### src/rtl/aclk_key_entry.sv
`default_nettype none
// ============================================================================
//  Module      : aclk_key_entry
//  Description : Alarm-clock keypad entry controller. Collects up to four BCD
//                digits into a shift buffer, commits them as alarm or current
//                time on ALARM/TIME, flags malformed entries, offers an alarm
//                view mode and abandons idle sessions after TIMEOUT seconds.
//  Revision    : 1.0  initial release
// ============================================================================
module aclk_key_entry #(
    parameter int TIMEOUT = 10
) (
    input  logic       clock,
    input  logic       reset,
    input  logic       one_second,
    input  logic [3:0] key,
    input  logic       key_valid,
    output logic [3:0] key_ms_hr,
    output logic [3:0] key_ls_hr,
    output logic [3:0] key_ms_min,
    output logic [3:0] key_ls_min,
    output logic       load_new_a,
    output logic       load_new_c,
    output logic       show_a,
    output logic       show_new_time,
    output logic       entry_error
);

    // ------------------------------------------------------------------------
    // Constants
    // ------------------------------------------------------------------------
    localparam logic [1:0] c_IDLE       = 2'd0;
    localparam logic [1:0] c_ENTRY      = 2'd1;
    localparam logic [1:0] c_SHOW_ALARM = 2'd2;

    localparam logic [3:0] c_KEY_ALARM  = 4'd10;
    localparam logic [3:0] c_KEY_TIME   = 4'd11;

    // Timer value that, together with one more strobe, ends the session.
    localparam logic [3:0] c_TIMER_LAST = 4'(TIMEOUT - 1);

    localparam logic [2:0] c_FULL_COUNT = 3'd4;

    // ------------------------------------------------------------------------
    // State and datapath registers
    // ------------------------------------------------------------------------
    logic [1:0] r_state;
    logic [1:0] w_state_nxt;

    logic [3:0] r_ms_hr;
    logic [3:0] r_ls_hr;
    logic [3:0] r_ms_min;
    logic [3:0] r_ls_min;
    logic [2:0] r_count;
    logic [3:0] r_timer;

    logic       r_load_a;
    logic       r_load_c;
    logic       r_error;
    logic       r_show_a;
    logic       r_show_new;

    logic       w_load_a_nxt;
    logic       w_load_c_nxt;
    logic       w_error_nxt;

    // ------------------------------------------------------------------------
    // Key decode; codes 12-15 are treated exactly as if no key arrived
    // ------------------------------------------------------------------------
    logic w_key_digit;
    logic w_key_alarm;
    logic w_key_time;
    logic w_key_any;

    assign w_key_digit = key_valid && (key <= 4'd9);
    assign w_key_alarm = key_valid && (key == c_KEY_ALARM);
    assign w_key_time  = key_valid && (key == c_KEY_TIME);
    assign w_key_any   = w_key_digit || w_key_alarm || w_key_time;

    // ------------------------------------------------------------------------
    // Buffer range check: HH in 00..23, MM in 00..59
    // ------------------------------------------------------------------------
    logic w_buf_valid;

    assign w_buf_valid = (r_ms_hr <= 4'd2)
                      && (r_ls_hr <= 4'd9)
                      && ((r_ms_hr != 4'd2) || (r_ls_hr <= 4'd3))
                      && (r_ms_min <= 4'd5)
                      && (r_ls_min <= 4'd9);

    // Commit request and its outcome; only meaningful during ENTRY
    logic w_commit;
    logic w_commit_ok;

    assign w_commit    = (r_state == c_ENTRY) && (w_key_alarm || w_key_time);
    assign w_commit_ok = w_commit && (r_count == c_FULL_COUNT) && w_buf_valid;

    // A second strobe is only honoured when no key shares its cycle
    logic w_tick;
    logic w_timeout;

    assign w_tick    = one_second && !w_key_any && (r_state != c_IDLE);
    assign w_timeout = w_tick && (r_timer == c_TIMER_LAST);

    // ------------------------------------------------------------------------
    // Next-state and next-pulse decode
    // ------------------------------------------------------------------------
    always_comb begin
        w_state_nxt  = r_state;
        w_load_a_nxt = 1'b0;
        w_load_c_nxt = 1'b0;
        w_error_nxt  = 1'b0;

        case (r_state)
            c_IDLE: begin
                if (w_key_digit) begin
                    w_state_nxt = c_ENTRY;
                end else if (w_key_alarm) begin
                    w_state_nxt = c_SHOW_ALARM;
                end
            end

            c_ENTRY: begin
                if (w_key_digit) begin
                    w_state_nxt = c_ENTRY;
                end else if (w_commit) begin
                    w_state_nxt  = c_IDLE;
                    w_load_a_nxt = w_commit_ok && w_key_alarm;
                    w_load_c_nxt = w_commit_ok && w_key_time;
                    w_error_nxt  = !w_commit_ok;
                end else if (w_timeout) begin
                    w_state_nxt = c_IDLE;
                end
            end

            c_SHOW_ALARM: begin
                if (w_key_digit) begin
                    w_state_nxt = c_ENTRY;
                end else if (w_key_alarm || w_key_time) begin
                    w_state_nxt = c_IDLE;
                end else if (w_timeout) begin
                    w_state_nxt = c_IDLE;
                end
            end

            default: begin
                w_state_nxt = c_IDLE;
            end
        endcase
    end

    // State register
    always_ff @(posedge clock) begin
        if (reset) begin
            r_state <= c_IDLE;
        end else begin
            r_state <= w_state_nxt;
        end
    end

    // Registered pulses and display selects, aligned with the state register
    always_ff @(posedge clock) begin
        if (reset) begin
            r_load_a   <= 1'b0;
            r_load_c   <= 1'b0;
            r_error    <= 1'b0;
            r_show_a   <= 1'b0;
            r_show_new <= 1'b0;
        end else begin
            r_load_a   <= w_load_a_nxt;
            r_load_c   <= w_load_c_nxt;
            r_error    <= w_error_nxt;
            r_show_a   <= (w_state_nxt == c_SHOW_ALARM);
            r_show_new <= (w_state_nxt == c_ENTRY);
        end
    end

    // Digit buffer and count: shift within a session, start fresh otherwise.
    // Outside ENTRY the buffer is cleared, which leaves the committed value
    // visible for exactly the cycle of the load pulse.
    always_ff @(posedge clock) begin
        if (reset) begin
            r_ms_hr  <= 4'd0;
            r_ls_hr  <= 4'd0;
            r_ms_min <= 4'd0;
            r_ls_min <= 4'd0;
            r_count  <= 3'd0;
        end else if (w_key_digit) begin
            if (r_state == c_ENTRY) begin
                r_ms_hr  <= r_ls_hr;
                r_ls_hr  <= r_ms_min;
                r_ms_min <= r_ls_min;
                r_ls_min <= key;
                if (r_count != c_FULL_COUNT) begin
                    r_count <= r_count + 3'd1;
                end
            end else begin
                r_ms_hr  <= 4'd0;
                r_ls_hr  <= 4'd0;
                r_ms_min <= 4'd0;
                r_ls_min <= key;
                r_count  <= 3'd1;
            end
        end else if (r_state != c_ENTRY) begin
            r_ms_hr  <= 4'd0;
            r_ls_hr  <= 4'd0;
            r_ms_min <= 4'd0;
            r_ls_min <= 4'd0;
            r_count  <= 3'd0;
        end
    end

    // Inactivity timer: any accepted key restarts it, IDLE pins it at zero
    always_ff @(posedge clock) begin
        if (reset) begin
            r_timer <= 4'd0;
        end else if (w_key_any || (r_state == c_IDLE) || w_timeout) begin
            r_timer <= 4'd0;
        end else if (w_tick) begin
            r_timer <= r_timer + 4'd1;
        end
    end

    // ------------------------------------------------------------------------
    // Outputs
    // ------------------------------------------------------------------------
    assign key_ms_hr     = r_ms_hr;
    assign key_ls_hr     = r_ls_hr;
    assign key_ms_min    = r_ms_min;
    assign key_ls_min    = r_ls_min;
    assign load_new_a    = r_load_a;
    assign load_new_c    = r_load_c;
    assign entry_error   = r_error;
    assign show_a        = r_show_a;
    assign show_new_time = r_show_new;

endmodule
`default_nettype wire
### config.mk
export PLATFORM = sky130hd
export DESIGN_NAME = aclk_key_entry
export DESIGN_NICKNAME = d
export VERILOG_FILES = /design/src/rtl/aclk_key_entry.sv
export SDC_FILE = /design/constraint.sdc
export NUM_CORES = 1
export LEC_CHECK = 0
export CAP_MARGIN = 25
export CORE_MARGIN = 2
export CORE_UTILIZATION = 49
export DETAILED_ROUTE_END_ITERATION = 10
export PLACE_DENSITY = 0.82
export SYNTH_ARGS = -nofsm -noshare
export SYNTH_HDL_FRONTEND = slang
export SYNTH_SLANG_ARGS = --single-unit
### constraint.sdc
create_clock -name clock -period 1.6 [get_ports clock]
set_input_delay 0.32 -clock clock [delete_from_list [all_inputs] [get_ports clock]]
set_output_delay 0.32 -clock clock [all_outputs]
set_load 0.01 [all_outputs]
==> flow_metrics.env, run 1 <==
export IMPL_htreeDepth=2
export IMPL_clkTransAtPathRegs_ns=0.08
export IMPL_relSlewSlack_pct=70.3
export IMPL_fp_dieH_um=56.5
export IMPL_cts_buffers=5
export IMPL_cts_sinks=30
export IMPL_synth_fp_nets=168
export IMPL_crit_path_max_incr_delay_ns=0.55
export IMPL_antenna_left=0
export IMPL_synth_top_cell_by_area="dfxtp_1"
export IMPL_final_core_util_pct=67.4
export IMPL_vdd_drop_max_mv=0.702
export IMPL_max_cap_viol_count=0
export IMPL_start_util_pct=50.3
export IMPL_grt_antenna_before_repair=0
export IMPL_critical_path_top_delay_family="buffers and inverters"
export IMPL_grt_max_degree=19
export IMPL_fmax_mhz=642
export IMPL_remaining_drc_errors=0
export IMPL_finalSetupViolations=0
export IMPL_synth_area_leaders="dfxtp_1 44%, a21oi_1 8.5%, o21ai_0 6.7%"
export IMPL_hold_viol=0
export IMPL_cp_max_fo=3
export IMPL_viasPerCell=5.99
export IMPL_holdWs_ns=0.477
export IMPL_cp_num_buf_inv=1
export IMPL_wl_mm=3.42
export IMPL_root_buffer="clkbuf_4"
export IMPL_rows=19
export IMPL_synth_top_flop_cell="dfxtp_1"
export IMPL_timing_final_max_slew_violations=0
export IMPL_track_usage_pct=22.5
export IMPL_seq_area_frac_synth_pct=44.5
export IMPL_grt_pass1_vias=1214
export IMPL_clock_skew_ns=0.00998
export IMPL_drive_gt1_share_pct=18.5
export IMPL_cpMaxStageDelayCell="clkdlybuf4s50_1"
export IMPL_ioPinCount=29
export IMPL_finalCriticalPeriod_ns=1.56
export IMPL_wl_per_cell_um=15.1
export IMPL_p_total_w=0.00133
export IMPL_drt_iter0_drc=39
export IMPL_yosysMostFrequentCell="dfxtp_1"
export IMPL_path_cells="clkdlybuf4s50_1"
export IMPL_coreArea_um2=2690
export IMPL_portBuffers=28
export IMPL_avgSynthCellArea_um2=8.65
export IMPL_crit_type="flop to output pin"
export IMPL_grt_overflow=0
export IMPL_setup_tns_final_ns=0
export IMPL_hold_path_class="flop to flop"
export IMPL_p_per_area_nw_per_um2=736
export IMPL_gp_congestion=0.793
export IMPL_grt_pass1_wl_mm=5.51
export IMPL_rsz0062_at_grt="false"
export IMPL_fill_cells=241
export IMPL_synthDistinctLibCells=37
export IMPL_synth_edf_count=0
export IMPL_endpoint_kind="output pin"
export IMPL_hpwl_mm=2.52
export IMPL_layoutNonFillerInstCount=226
export IMPL_firstDrtPassIters=5
export IMPL_netlist_area_um2=1350
export IMPL_die_w_um=56.5
export IMPL_synth_common_cells="30 x dfxtp_1, 23 x a21oi_1, 18 x o21ai_0"
export IMPL_nets=207
export IMPL_worstPathRequired_ns=1.28
export IMPL_die_area_um2=3190
export IMPL_cp_start_kind="flop"
export IMPL_tritoncts="done"
export IMPL_tightest_slew_ns=0.445
export IMPL_outcome="complete, no violations"
export IMPL_ys_ff_latch=30
export IMPL_period_share_pct=97.3
export IMPL_areaGrowthSynthToFinish_pct=34.2
export IMPL_crit_arrival_ns=1.24
export IMPL_p_leak_nw=0.701
export IMPL_clock_latency_ns=0.33
export IMPL_synth_top_cell_area_share_pct=44.5
export IMPL_ys_async_sr_fraction_pct=0
export IMPL_placed_cells=219
export IMPL_n_antenna_cell=0
export IMPL_syn_inst=156
export IMPL_clockBufferDepth=2
export IMPL_vias=1354
export IMPL_yosysWarnings=0
==> per-layer routing <==
metal | vias up | part of all wire (%) | GRT usage [%]
met3 | 7 | 5.9 | 6.45
met4 | 0 | 2.3 | 13.3
met5 | - | 0 | 0
li1 | 657 | - | -
met1 | 641 | 42 | 27.2
met2 | 49 | 49 | 35.4
==> worst reg2reg max path, cell delays in order (launching register included) <==
cell and delay, ns:
dfxtp_2 0.35, inv_1 0.06, ha_1 0.21, and4b_1 0.27, nand4_1 0.21, nor4_2 0.32
==> path summary, 6_finish.rpt <==
kind	start	end	slack, ns	cells past startpoint
setup / recovery	key_ms_hr[0]	key_ms_hr[0]	0.04	1
hold reg to reg	key_ls_hr[0]	key_ms_hr[0]	0.48	2
setup reg to reg	r_count[0]	load_new_c	0.09	5
hold / removal	key_ls_hr[0]	key_ms_hr[0]	0.48	2
==> area by class of cell <==
type	instances	area (µm²)	share of cell area, %
tap	31	38.8	2.14
multi-input combinational	109	686	37.8
clock buffer	7	45.0	2.49
sequential	30	607	33.5
timing repair buffer	43	413	22.8
inverter	6	22.5	1.24
==> cells in the final DEF, fill, tap and decap left out, types with 2 or more instances in the layout <==
master,count
clkdlybuf4s50_1,22
clkbuf_4,5
dfxtp_2,5
or4_1,2
inv_1,6
a21bo_2,2
o31ai_1,3
o211ai_1,4
nor3_1,5
nand2_1,4
ha_1,4
buf_4,14
a21oi_1,23
o21ai_0,18
dlymetal6s2s_1,4
a2111oi_0,2
dlygate4sd2_1,2
clkbuf_1,2
or3_2,2
nor4_2,2
nor2_1,3
o21ai_1,2
nand3_1,17
dfxtp_1,25
==> cell families after synthesis <==
group | after synthesis | synth area share, %
AOI/OAI and AO/OA | 62 | 27.8
adders and majority gates | 4 | 3.71
buffers and inverters | 17 | 5.84
DFF | 30 | 44.5
and+or+nand+nor | 43 | 18.2
==> through the flow <==
stage / worst slack, ns / cell area [µm²]
finish: 0.0434 / 1810
global route: 0.00597 / 1810
CTS: 0.00699 / 1780
detailed placement: -0.178 / 1740
global placement: -0.138 / 1740
floorplan: 0.268 / 1350
==> where the power goes <==
part / leakage (nW) / internal, W / switching, W
clock network: 0.0254 / 0.000165 / 0.000233
logic: 0.430 / 0.0000782 / 0.0000872
registers: 0.245 / 0.000757 / 0.0000128
==> what timing repair did <==
action                                  CTS  global route
gates resized for setup                   4            10
setup buffers                             0             0
pin swaps                                 0             0
endpoints found under the setup margin    4            23
hold buffers                              0             0
endpoints found under the hold margin     0             0
==> registers in the layout, summed over array words and instances (netlist names) <==
register / cells
key_ms_min: 4
r_state: 2
key_ms_hr: 4
show_new_time: 1
key_ls_min: 4
show_a: 1
entry_error: 1
key_ls_hr: 4
r_timer: 4
r_count: 3
load_new_c: 1
load_new_a: 1
No activity file was read; power rests on OpenSTA's default activity.
==> run 2: changes to the inputs <==
CORE_MARGIN = default   (was 2)
RECOVER_POWER = 100   (was default)
clock period = 1.5 ns   (was 1.6 ns; I/O delays follow)
==> run 2 against run 1 <==
Against the previous run:
- clock skew grew 0.0027 ns
- cell area fell by 1.8%
- total power is 14% higher
- critical path depth rose by 4
- final cell count did not move
- routed wire length decreased by 1.4%
- clock power is 31% higher
- flip-flop and latch count stayed put
==> flow_metrics.env, run 2 (same netlist as run 1, synthesis figures left out) <==
export IMPL_outcome="complete, no violations"
export IMPL_final_area_um2=1780
export IMPL_p_leak_nw=0.708
export IMPL_cts_buffers=5
export IMPL_start_util_pct=53.0
export IMPL_cts_sinks=30
export IMPL_hpwl_mm=2.46
export IMPL_drive_gt1_share_pct=17.3
export IMPL_cp_max_fo=4
export IMPL_clkTransAtPathRegs_ns=0.10
export IMPL_track_usage_pct=26.1
export IMPL_clockBufferDepth=2
export IMPL_final_common_cell="dfxtp_1"
export IMPL_vdd_drop_max_mv=0.698
export IMPL_finalSetupViolations=0
export IMPL_grt_antenna_before_repair=0
export IMPL_postCtsHoldBufs=0
export IMPL_n_antenna_cell=0
export IMPL_cpMaxStageDelayCell="dfxtp_2"
export IMPL_hold_viol=0
export IMPL_r2r_start="r_count[0]"
export IMPL_crit_type="flop to flop"
export IMPL_hold_path_class="input pin to flop"
export IMPL_fmax_mhz=706
export IMPL_max_cap_viol_count=0
export IMPL_p_per_area_nw_per_um2=854
export IMPL_die_area_um2=2970
export IMPL_cp_start_kind="flop"
export IMPL_dpl_cell_area_um2=1740
export IMPL_vias=1336
export IMPL_setup_tns_final_ns=0
export IMPL_areaGrowthSynthToFinish_pct=31.8
export IMPL_root_buffer="clkbuf_4"
export IMPL_relSlewSlack_pct=72.5
export IMPL_coreArea_um2=2540
export IMPL_startpoint="r_count[0]"
export IMPL_rows=18
export IMPL_viasPerCell=5.91
export IMPL_hold_path_startpoint="key[3]"
export IMPL_mostFrequentLayoutCells="27 x dfxtp_1, 23 x a21oi_1, 18 x o21ai_0, 17 x nand3_1, 17 x dlygate4sd2_1"
export IMPL_finalCriticalPeriod_ns=1.42
export IMPL_fp_dieH_um=54.5
export IMPL_worstPathRequired_ns=1.77
export IMPL_ioPinCount=29
export IMPL_grt_pass1_wl_mm=5.44
export IMPL_htreeDepth=2
export IMPL_drt_iter0_drc=22
export IMPL_gp_congestion=0.840
export IMPL_wl_per_cell_um=14.9
export IMPL_path_cells="inv_1 -> ha_1 -> a21bo_2 -> or3b_1 -> a21oi_1"
export IMPL_die_w_um=54.5
export IMPL_timing_final_max_slew_violations=0
export IMPL_antenna_left=0
export IMPL_firstDrtPassIters=4
export IMPL_remaining_drc_errors=0
export IMPL_tightest_slew_ns=0.412
export IMPL_endpoint_kind="flop"
export IMPL_nets=207
export IMPL_crit_path_max_incr_delay_ns=0.36
export IMPL_portBuffers=28
export IMPL_crit_arrival_ns=1.69
export IMPL_wl_mm=3.37
export IMPL_clock_latency_ns=0.34
export IMPL_grt_max_degree=19
export IMPL_tritoncts="done"
export IMPL_clock_skew_ns=0.0127
export IMPL_p_total_w=0.00152
export IMPL_grt_pass1_vias=1249
export IMPL_period_share_pct=94.4
export IMPL_grt_overflow=0
## run 2: critical path, delay by kind of cell, from the launching register on
kind	cells	cell delay [ns]
simple gates	1	0.35
flops	1	0.36
compound gates	2	0.36
buf+inv	1	0.05
fa+ha+maj	1	0.23
## run 2: cell type report
| type | count | area, µm² |
|---|---|---|
| inverters | 6 | 26.3 |
| flip-flops and latches | 30 | 604 |
| repair buffers | 43 | 380 |
| well taps | 30 | 37.5 |
| fillers | 217 | 766 |
| multi-input cells | 109 | 671 |
| clock inverters | 1 | 5.00 |
| clock buffers | 7 | 55.1 |
## run 2: per-stage QoR
stage                     util (%)  hold slack (ns)  setup WS [ns]  cells
after floorplan                  -            0.379          0.168    156
after global placement        68.2            0.459         -0.203    218
after detailed placement      68.2            0.473         -0.269    218
after CTS                     69.9            0.482        0.00247    226
after global routing          69.9            0.431       -0.00157    226
final                         69.9            0.393         0.0839    226
## run 2: timing repair
action                                  in CTS  in global routing
endpoints found under the setup margin      17                  9
gates resized for setup                     20                  9
buffers inserted                             0                  0
pin swaps                                    0                  0
hold endpoints to repair                     0                  0
## run 2: routing by layer
layer / track usage [%] / share of wire [%]
met5: 0 / 0
met4: 12.4 / 1.6
met3: 6.39 / 3.8
met2: 44.1 / 49
met1: 30.6 / 45
## run 2: path summary, 6_finish.rpt
| path | depth (start not counted) | slack (ns) | to |
|---|---|---|---|
| min | 3 | 0.39 | key_ls_min[3] |
| max reg2reg | 5 | 0.08 | r_count[1] |
| max | 5 | 0.08 | r_count[1] |
| min reg2reg | 2 | 0.48 | key_ls_hr[0] |
## run 2: power by group
part,total [W],switching [W],internal (W)
Sequential,0.000821,0.0000128,0.000808
Combinational,0.000175,0.0000950,0.0000802
Clock,0.000522,0.000295,0.000227
